`config.mk`:
```
export PLATFORM = sky130hd
export DESIGN_NAME = dpi_pkt_sequencer
export DESIGN_NICKNAME = d
export VERILOG_FILES = /design/src/rtl/dpi_pkt_sequencer.sv
export SDC_FILE = /design/constraint.sdc
export NUM_CORES = 1
export LEC_CHECK = 0
export BUFFER_PORTS_ARGS = -buffer_cell sky130_fd_sc_hd__buf_2
export CAP_MARGIN = 20
export CORE_ASPECT_RATIO = 1.2
export CORE_MARGIN = 4
export CORE_UTILIZATION = 60
export CTS_BUF_LIST = sky130_fd_sc_hd__clkbuf_4 sky130_fd_sc_hd__clkbuf_8 sky130_fd_sc_hd__clkbuf_16
export DETAILED_ROUTE_END_ITERATION = 10
export PLACE_DENSITY_LB_ADDON = 0.05
export SYNTH_ARGS = -nofsm -noshare
export SYNTH_HDL_FRONTEND = slang
export SYNTH_SLANG_ARGS = --single-unit
```
`constraint.sdc`:
```
create_clock -name clk -period 4.46 [get_ports clk]
set_input_delay 0.892 -clock clk [delete_from_list [all_inputs] [get_ports clk]]
set_output_delay 0.892 -clock clk [all_outputs]
set_load 0.01 [all_outputs]
```
`src/rtl/dpi_pkt_sequencer.sv`:
```
// Packet front-end for the regex matcher bank: tracks seen stream IDs, sequences
// load_state / gap / chars / drain / eop, and supplies each packet's category enables.
module dpi_pkt_sequencer #(
  parameter int unsigned NUM_CAT   = 8,
  parameter int unsigned LOAD_GAP  = 2,
  parameter int unsigned DRAIN_CYC = 4
) (
  input  logic               clk,
  input  logic               rst_n,
  input  logic               in_valid,
  output logic               in_ready,
  input  logic [7:0]         in_data,
  input  logic               in_sop,
  input  logic               in_eop,
  input  logic [5:0]         in_sid,
  input  logic               cfg_we,
  input  logic [5:0]         cfg_sid,
  input  logic [NUM_CAT-1:0] cfg_mask,
  input  logic               cfg_clr_seen,
  output logic               load_state,
  output logic               new_stream_id,
  output logic [5:0]         stream_id,
  output logic [7:0]         char_in,
  output logic               char_in_vld,
  output logic               eop,
  output logic [NUM_CAT-1:0] enable,
  output logic [15:0]        pkt_count,
  output logic [15:0]        err_count,
  output logic               busy
);

  typedef enum logic [2:0] {
    S_IDLE,
    S_LOAD,
    S_GAP,
    S_STREAM,
    S_DRAIN,
    S_EOP
  } state_t;

  // in_ready is registered, so the accept that yields the first char happens in the
  // last gap cycle on the matcher side: GAP holds LOAD_GAP-1 cycles, DRAIN holds
  // DRAIN_CYC+1 (the cycle showing the last char plus the flush cycles).
  localparam logic [7:0] GAP_LD   = (LOAD_GAP > 1) ? 8'(LOAD_GAP - 2) : 8'd0;
  localparam logic [7:0] DRAIN_LD = 8'(DRAIN_CYC);

  state_t             state_q, state_d;
  logic [7:0]         cnt_q, cnt_d;
  logic               first_q;
  logic               in_ready_q;
  logic [63:0]        seen_q;
  logic [NUM_CAT-1:0] tbl [64];

  logic               latch, idle_drop, stream_acc, mid_sop;
  logic               load_d, rdy_d, busy_d, eop_d, vld_d, new_d;
  logic [7:0]         char_d;
  logic [5:0]         sid_d;
  logic [NUM_CAT-1:0] en_d;
  logic [15:0]        pkt_d, err_d;

  // The sop beat is only peeked in IDLE; stray non-sop beats are swallowed there.
  assign in_ready   = (state_q == S_IDLE) ? (rst_n && in_valid && !in_sop) : in_ready_q;
  assign latch      = (state_q == S_IDLE) && in_valid && in_sop;
  assign idle_drop  = (state_q == S_IDLE) && in_valid && !in_sop;
  assign stream_acc = (state_q == S_STREAM) && in_valid && in_ready_q;
  assign mid_sop    = stream_acc && in_sop && !first_q;

  always_ff @(posedge clk) begin
    if (!rst_n) begin
      state_q <= S_IDLE;
      cnt_q   <= '0;
      first_q <= 1'b0;
    end else begin
      state_q <= state_d;
      cnt_q   <= cnt_d;
      if (latch)
        first_q <= 1'b1;
      else if (stream_acc)
        first_q <= 1'b0;
    end
  end

  always_comb begin
    state_d = state_q;
    cnt_d   = cnt_q;
    case (state_q)
      S_IDLE:   if (in_valid && in_sop) state_d = S_LOAD;
      S_LOAD: begin
        if (LOAD_GAP > 1) begin
          state_d = S_GAP;
          cnt_d   = GAP_LD;
        end else begin
          state_d = S_STREAM;
        end
      end
      S_GAP: begin
        if (cnt_q == '0) state_d = S_STREAM;
        else             cnt_d   = cnt_q - 8'd1;
      end
      S_STREAM: begin
        if (stream_acc && in_eop) begin
          state_d = S_DRAIN;
          cnt_d   = DRAIN_LD;
        end
      end
      S_DRAIN: begin
        if (cnt_q == '0) state_d = S_EOP;
        else             cnt_d   = cnt_q - 8'd1;
      end
      S_EOP:    state_d = S_IDLE;
      default:  state_d = S_IDLE;
    endcase
  end

  always_comb begin
    load_d = (state_d == S_LOAD);
    rdy_d  = (state_d == S_STREAM);
    busy_d = (state_d != S_IDLE);
    eop_d  = (state_d == S_EOP);
    vld_d  = stream_acc;
    char_d = stream_acc ? in_data : char_in;
    new_d  = latch && !seen_q[in_sid];
    sid_d  = latch ? in_sid : (busy_d ? stream_id : '0);
    en_d   = latch ? tbl[in_sid] : (busy_d ? enable : '0);
    pkt_d  = eop_d ? pkt_count + 16'd1 : pkt_count;
    err_d  = err_count;
    if ((idle_drop || mid_sop) && (err_count != '1))
      err_d = err_count + 16'd1;
  end

  always_ff @(posedge clk) begin
    if (!rst_n) begin
      in_ready_q    <= 1'b0;
      load_state    <= 1'b0;
      new_stream_id <= 1'b0;
      stream_id     <= '0;
      char_in       <= '0;
      char_in_vld   <= 1'b0;
      eop           <= 1'b0;
      enable        <= '0;
      pkt_count     <= '0;
      err_count     <= '0;
      busy          <= 1'b0;
    end else begin
      in_ready_q    <= rdy_d;
      load_state    <= load_d;
      new_stream_id <= new_d;
      stream_id     <= sid_d;
      char_in       <= char_d;
      char_in_vld   <= vld_d;
      eop           <= eop_d;
      enable        <= en_d;
      pkt_count     <= pkt_d;
      err_count     <= err_d;
      busy          <= busy_d;
    end
  end

  // The EOP set is ordered after the bulk clear so a coincident clear loses for this sid.
  always_ff @(posedge clk) begin
    if (!rst_n) begin
      seen_q <= '0;
    end else begin
      if (cfg_clr_seen)
        seen_q <= '0;
      if (state_q == S_EOP)
        seen_q[stream_id] <= 1'b1;
    end
  end

  always_ff @(posedge clk) begin
    if (!rst_n) begin
      for (int unsigned i = 0; i < 64; i++)
        tbl[i] <= '0;
    end else if (cfg_we) begin
      tbl[cfg_sid] <= cfg_mask;
    end
  end

endmodule

```
# [Word-level counts from Yosys, hierarchy flattened]
# Memory sizes are Yosys's and may differ from the RTL's.
# Index checks and enable logic that the tools add are counted.
[word_totals] ff_bits=136 latch_bits=0 ram_bits=512 romBits=0 elab_cells=90 n_memories=1
[op_classes] add_sub_neg=3 n_mul=0 div=0 order_cmp=3 n_eq_ne=12 shifts=0 mux=29 bitwise=1 n_reduce_logical=26
[memory_table] name="tbl" words=64 word_bits=8 rd=1 rd_clocked_by_memory_dff=0 wr=64 line="52" rtl="logic [NUM_CAT-1:0] tbl [64];"
[ops] cell="2-to-1 mux 64 bit" n=3
[ops] cell="bitwise OR 64 bit" n=1
[ops] cell="2-to-1 mux 8 bit" n=5
[ops] cell="adder 16 x 1 -> 16 bit, second input constant" n=2
[ops] cell="one-hot mux 8 bit (3 select lines)" n=1
[ops] cell="2-to-1 mux 6 bit" n=3
[ops] cell="inequality test 16 bit, second input constant" n=1
[ops] cell="one-hot mux 3 bit (5 select lines)" n=1
[ops] cell="logical AND 1 bit" n=14
[ops] cell="< comparator 6 x 7 -> 1 bit, second input constant" n=2
[ops] cell="2-to-1 mux 3 bit" n=4
[ops] cell="2-to-1 mux 1 bit" n=10
[ops] cell="equality test 3 x 2 -> 1 bit, second input constant" n=3
[ops] cell="equality test 3 bit, second input constant" n=3
[ops] cell="logical NOT 8 bit" n=1
[ops] cell="OR reduction 8 bit" n=1
[ops] cell="subtractor 8 x 1 -> 8 bit, second input constant" n=1
[ops] cell="binary-select mux 1 bit (select 6 bit)" n=1
[ops] cell="demux 1 bit (select 6 bit)" n=1
[ops] cell="equality test 3 x 1 -> 1 bit, second input constant" n=2
[ops] cell="greater-or-equal comparator 6 x 1 -> 1 bit, second input constant" n=1
[ops] cell="nonzero test 3 bit" n=2
[ops] cell="inequality test 2 bit, second input constant" n=2
[ops] cell="logical NOT 1 bit" n=3
[ops] cell="other kinds (6)" n=6

# [Depth between registers and ports, before layout]
[logic_depth] ltp_word=9 ltp_mapped=10 mapped_depth_nobuf=7

# [Worst setup path after synthesis]
# OpenSTA, ideal clock, no wires.
[synth_timing] path_kind="in2reg" start="input port cfg_sid[5]" end="memory tbl[20][0], enable pin" setup_ps=384 arrival_ps=2579 slack_ps=1497 path_stages=5 cell_sequence="or3b_2 clkbuf_1 or2_2 clkbuf_1 o21ai_0"
[synth_rtl] item="start: declaration" line="17" rtl="input logic [5:0] cfg_sid,"
[synth_rtl] item="end: declaration" line="52"

# [Final worst setup path]
[layout_timing] start="input port rst_n" end="output port in_ready"
[layout_between] elab_chain_cells=3
[layout_lines] item="start: declaration" line="9" rtl="input logic rst_n,"
[layout_lines] item="logical AND 1 bit (2 in a row)" line="62" rtl="assign in_ready = (state_q == S_IDLE) ? (rst_n && in_valid && !in_sop) : in_ready_q;"
[layout_lines] item="2-to-1 mux 1 bit" line="62"
[layout_lines] item="end: declaration" line="11" rtl="output logic in_ready,"
# No other way between the ends.

==> qor.csv <==
metric,value,unit
min_period,2.98,ns
initial_core_util,60.8,%
post_synth_num_cell_types,61,
clock_latency_at_the_later_pin_of_the_worst_skew_pair,0.59,ns
clk_pin_slew_worst_paths,0.06,ns
tritoncts,yes,
port_buffers,94,
ff2ff_setup_slack,1.68,ns
rr_endpoint,enable[1]$_SDFFE_PN0P_,
rows,89,
detail_route.first_pass.iterations,5,
timing.max_cap.violations,0,
cts-root-to-sink-buffers,3,
holdWs,0.450,ns
vias_per_cell,6.06,
finalNetCount,2444,
first_iter_violations,1981,
outcome,"finished, final reports clean",
netSwitchingFraction,22.9,%
synthesis.area,30000,µm²
cts_root_buffer,sky130_fd_sc_hd__clkbuf_16,
pin_count_of_the_biggest_net_entering_global_routing,92,
post-dp-hpwl,47.4,mm
worst_rel_slew_slack,25.2,%
drt_wl_total,73.3,mm
synth.avg_cell_area,13.0,µm²
post-cts-setup-buffer-count,0,
critPathKind,primary input to primary output,
cts_buffers,68,
worst_r2r_path_depth,5,
timing.critical_path.slowest_stage_cell,sky130_fd_sc_hd__buf_4,
arrival,2.08,ns
holdCritPathClass,flop to flop,
power_per_cell_area,402,nW/µm²
critPathCaptureType,primary output,
power.combinational.fraction,7.8,%
clkSinkCount,648,
ir_drop,0.429,mV
h_tree_depth,3,
postcts_resize_cnt,0,
worstHoldEndpoint,char_in[0]$_SDFFE_PN0N_,
internal_power,0.0104,W
final.period_utilization,66.7,%
post_layout_nonfiller_instances,3096,
global_route.usage.total,27.6,%
hold_path.startpoint,char_in[0]$_SDFFE_PN0N_,
finalSetupViolations,0,
rsz_0062_raised_after_global_routing,false,
worst_path_required,3.57,ns
die_width,212,µm
synth.yosys.seq_area_share,60.4,%
via_count_of_the_first_global_routing_pass,18421,
overflow_after_grt,0,
number_of_buffers_inserted_by_hold_repair_at_cts,0,
final_layout_size_suffix_gt1_share,17.5,%
tightest_slew,1.12,ns
place.detailed.instances,2970,
crit_top_cell,sky130_fd_sc_hd__buf_4,
fillCellCount,3564,
initial_antenna_violation_count,2,
via_count_of_the_routed_design,18764,
postSynthNetCount,2353,
power.net_switching,0.00307,W
synthCells,2315,
final-hold-violation-count,0,
worstHoldPathCells,2,
num_antenna_cells,0,
crit-reg2reg-launch,state_q[1]$_SDFF_PN0_,
critPathMaxFanout,91,
synthFlopType,sky130_fd_sc_hd__edfxtp_1,
synth-edff-count,512,
tns,0,ns
startpoint_type,primary input,
grt_first_pass_wirelength,112,mm
io_pins,95,
drt_drc_violations_left,0,
syn_to_final_growth,11.6,%
crit_chain,"buf_4, buf_4, a41o_1, buf_2",
p_clk_share,40.7,%
postSynthRegisterBits,648,
critical_path.max_stage_delay,0.63,ns
max_freq,336,MHz
routed_wire_length_per_instance,23.7,µm
coreArea,49300,µm²
final.setup_skew,0.0194,ns
yosys_warnings,0,
detail-route-antenna-nets,0,
die_area,53600,µm²
final-max-slew-violation-count,0,
cellLeakagePower,12.0,nW
seqPwrFrac,51.4,%
die_boundary_height,253,µm
gp_congestion,0.839,
ys_async_sr_fraction,0,%
[cell type report]
type / instances / area (µm²) / share of cell area [%]
clock buffer: 95 / 2030 / 6.06
clock inverter: 28 / 134 / 0.400
inverter: 78 / 293 / 0.875
multi-input combinational: 1418 / 10800 / 32.4
sequential: 648 / 18100 / 54.1
tap: 637 / 797 / 2.38
timing repair buffer: 192 / 1270 / 3.79
[worst max-delay path by stage]
stage	startpoint	end	slack [ns]	depth (start not counted)
after floorplan	cfg_sid[5]	tbl[20][0]$_SDFFCE_PN0P_	1.50	5
after global placement	in_sid[0]	enable[6]$_SDFFE_PN0P_	0.96	6
after detailed placement	in_sid[0]	enable[6]$_SDFFE_PN0P_	0.95	7
after CTS	rst_n	in_ready	1.47	4
after global routing	rst_n	in_ready	1.38	4
final	rst_n	in_ready	1.48	4
[through the flow]
| stage | worst slack (ns) | util (%) | cell area (µm²) | power [W] |
|---|---|---|---|---|
| detailed placement | 0.949 | 63.4 | 31300 | 0.00809 |
| finish | 1.48 | 67.8 | 33500 | 0.0134 |
| floorplan | 1.50 | - | 30000 | 0.00769 |
| global route | 1.38 | 67.8 | 33500 | 0.0139 |
| global placement | 0.959 | 63.4 | 31300 | 0.00806 |
| CTS | 1.47 | 67.8 | 33400 | 0.0135 |
[layout by cell type, fill, tap and decap left out, types with 14 or more instances in the layout]
cell type                   count
sky130_fd_sc_hd__dfxtp_1      136
sky130_fd_sc_hd__buf_2         93
sky130_fd_sc_hd__nand3_1       17
sky130_fd_sc_hd__mux2i_1      106
sky130_fd_sc_hd__clkbuf_4      18
sky130_fd_sc_hd__buf_4         94
sky130_fd_sc_hd__o22ai_1       67
sky130_fd_sc_hd__mux4_2       106
sky130_fd_sc_hd__nand2_1       48
sky130_fd_sc_hd__clkinv_2      15
sky130_fd_sc_hd__inv_1         76
sky130_fd_sc_hd__o21ai_0       69
sky130_fd_sc_hd__a22oi_1       56
sky130_fd_sc_hd__nor2b_1       17
sky130_fd_sc_hd__and2_1       579
sky130_fd_sc_hd__clkbuf_16     74
sky130_fd_sc_hd__nor2_1       109
sky130_fd_sc_hd__a21oi_1       52
sky130_fd_sc_hd__edfxtp_1     512
sky130_fd_sc_hd__nand3b_1      14
[metal layers]
metal | vias to the layer above | share of wire (%) | wire length (µm) | track usage (%)
met5 | - | 0 | 0 | 0
met2 | 665 | 49 | 36000 | 45.3
met3 | 144 | 6.6 | 4820 | 4.57
met4 | 0 | 3.3 | 2440 | 9.78
li1 | 8614 | - | - | -
met1 | 9341 | 41 | 30000 | 37.6
[registers in the layout (all words and copies together) (netlist names)]
register and flops:
tbl 512, seen_q 64, err_count 16, pkt_count 16
char_in 8, cnt_q 8, enable 8, stream_id 6
state_q 3, busy 1, char_in_vld 1, eop 1
first_q 1, in_ready_q 1, load_state 1, new_stream_id 1
[critical path, delay by kind of cell]
kind / cells / cell delay [ns]
buffers and inverters: 3 / 0.89
AOI/OAI and AO/OA: 1 / 0.28
[cell families after synthesis]
| group | share of synthesized area (%) |
|---|---|
| and+or+nand+nor | 17.0 |
| DFF | 60.4 |
| AOI/OAI and AO/OA | 6.70 |
| buffers and inverters | 3.50 |
| muxes | 11.8 |
| xor gates and xnor gates | 0.555 |
| adders and majority gates | 0.125 |
[synth_stat cells (3+ instances only)]
cell	n	area [µm²]
sky130_fd_sc_hd__nand3b_1	14	105
sky130_fd_sc_hd__nor2b_1	17	106
sky130_fd_sc_hd__or4_1	9	67.6
sky130_fd_sc_hd__a22oi_1	56	420
sky130_fd_sc_hd__and2_1	579	3620
sky130_fd_sc_hd__nand2_1	48	180
sky130_fd_sc_hd__dfxtp_1	136	2720
sky130_fd_sc_hd__edfxtp_1	512	15400
sky130_fd_sc_hd__mux4_2	106	2390
sky130_fd_sc_hd__a21oi_1	52	260
sky130_fd_sc_hd__a221o_1	7	70.1
sky130_fd_sc_hd__buf_6	3	33.8
sky130_fd_sc_hd__buf_2	14	70.1
sky130_fd_sc_hd__buf_1	12	45.0
sky130_fd_sc_hd__nand4_1	8	50.1
sky130_fd_sc_hd__or3b_2	4	35.0
sky130_fd_sc_hd__a2111oi_0	9	78.8
sky130_fd_sc_hd__buf_4	16	120
sky130_fd_sc_hd__xor2_1	7	61.3
sky130_fd_sc_hd__o21ai_0	69	345
sky130_fd_sc_hd__o31ai_1	9	67.6
sky130_fd_sc_hd__or2_2	7	43.8
sky130_fd_sc_hd__a22o_1	5	43.8
sky130_fd_sc_hd__ha_1	3	37.5
sky130_fd_sc_hd__clkbuf_1	125	469
sky130_fd_sc_hd__inv_1	76	285
sky130_fd_sc_hd__mux2_2	3	33.8
sky130_fd_sc_hd__a2111oi_1	6	60.1
sky130_fd_sc_hd__xnor2_1	12	105
sky130_fd_sc_hd__and3_1	6	37.5
sky130_fd_sc_hd__o22ai_1	67	419
sky130_fd_sc_hd__nand2b_1	11	68.8
sky130_fd_sc_hd__nor4_1	11	68.8
sky130_fd_sc_hd__nor3_1	7	35.0
sky130_fd_sc_hd__or3_1	12	75.1
sky130_fd_sc_hd__mux2i_1	106	1060
sky130_fd_sc_hd__a211oi_1	13	97.6
sky130_fd_sc_hd__nand3_1	17	85.1
sky130_fd_sc_hd__nor2_1	109	409
[power groups by stage]
stage,combinational [W],sequential (W),clock [W]
finish,0.00105,0.00692,0.00548
floorplan,0.000707,0.00699,0
global placement,0.00102,0.00703,0
global route,0.00114,0.00694,0.00582
CTS,0.00105,0.00692,0.00556
detailed placement,0.00104,0.00704,0
Power figures use the tool's default switching activity.
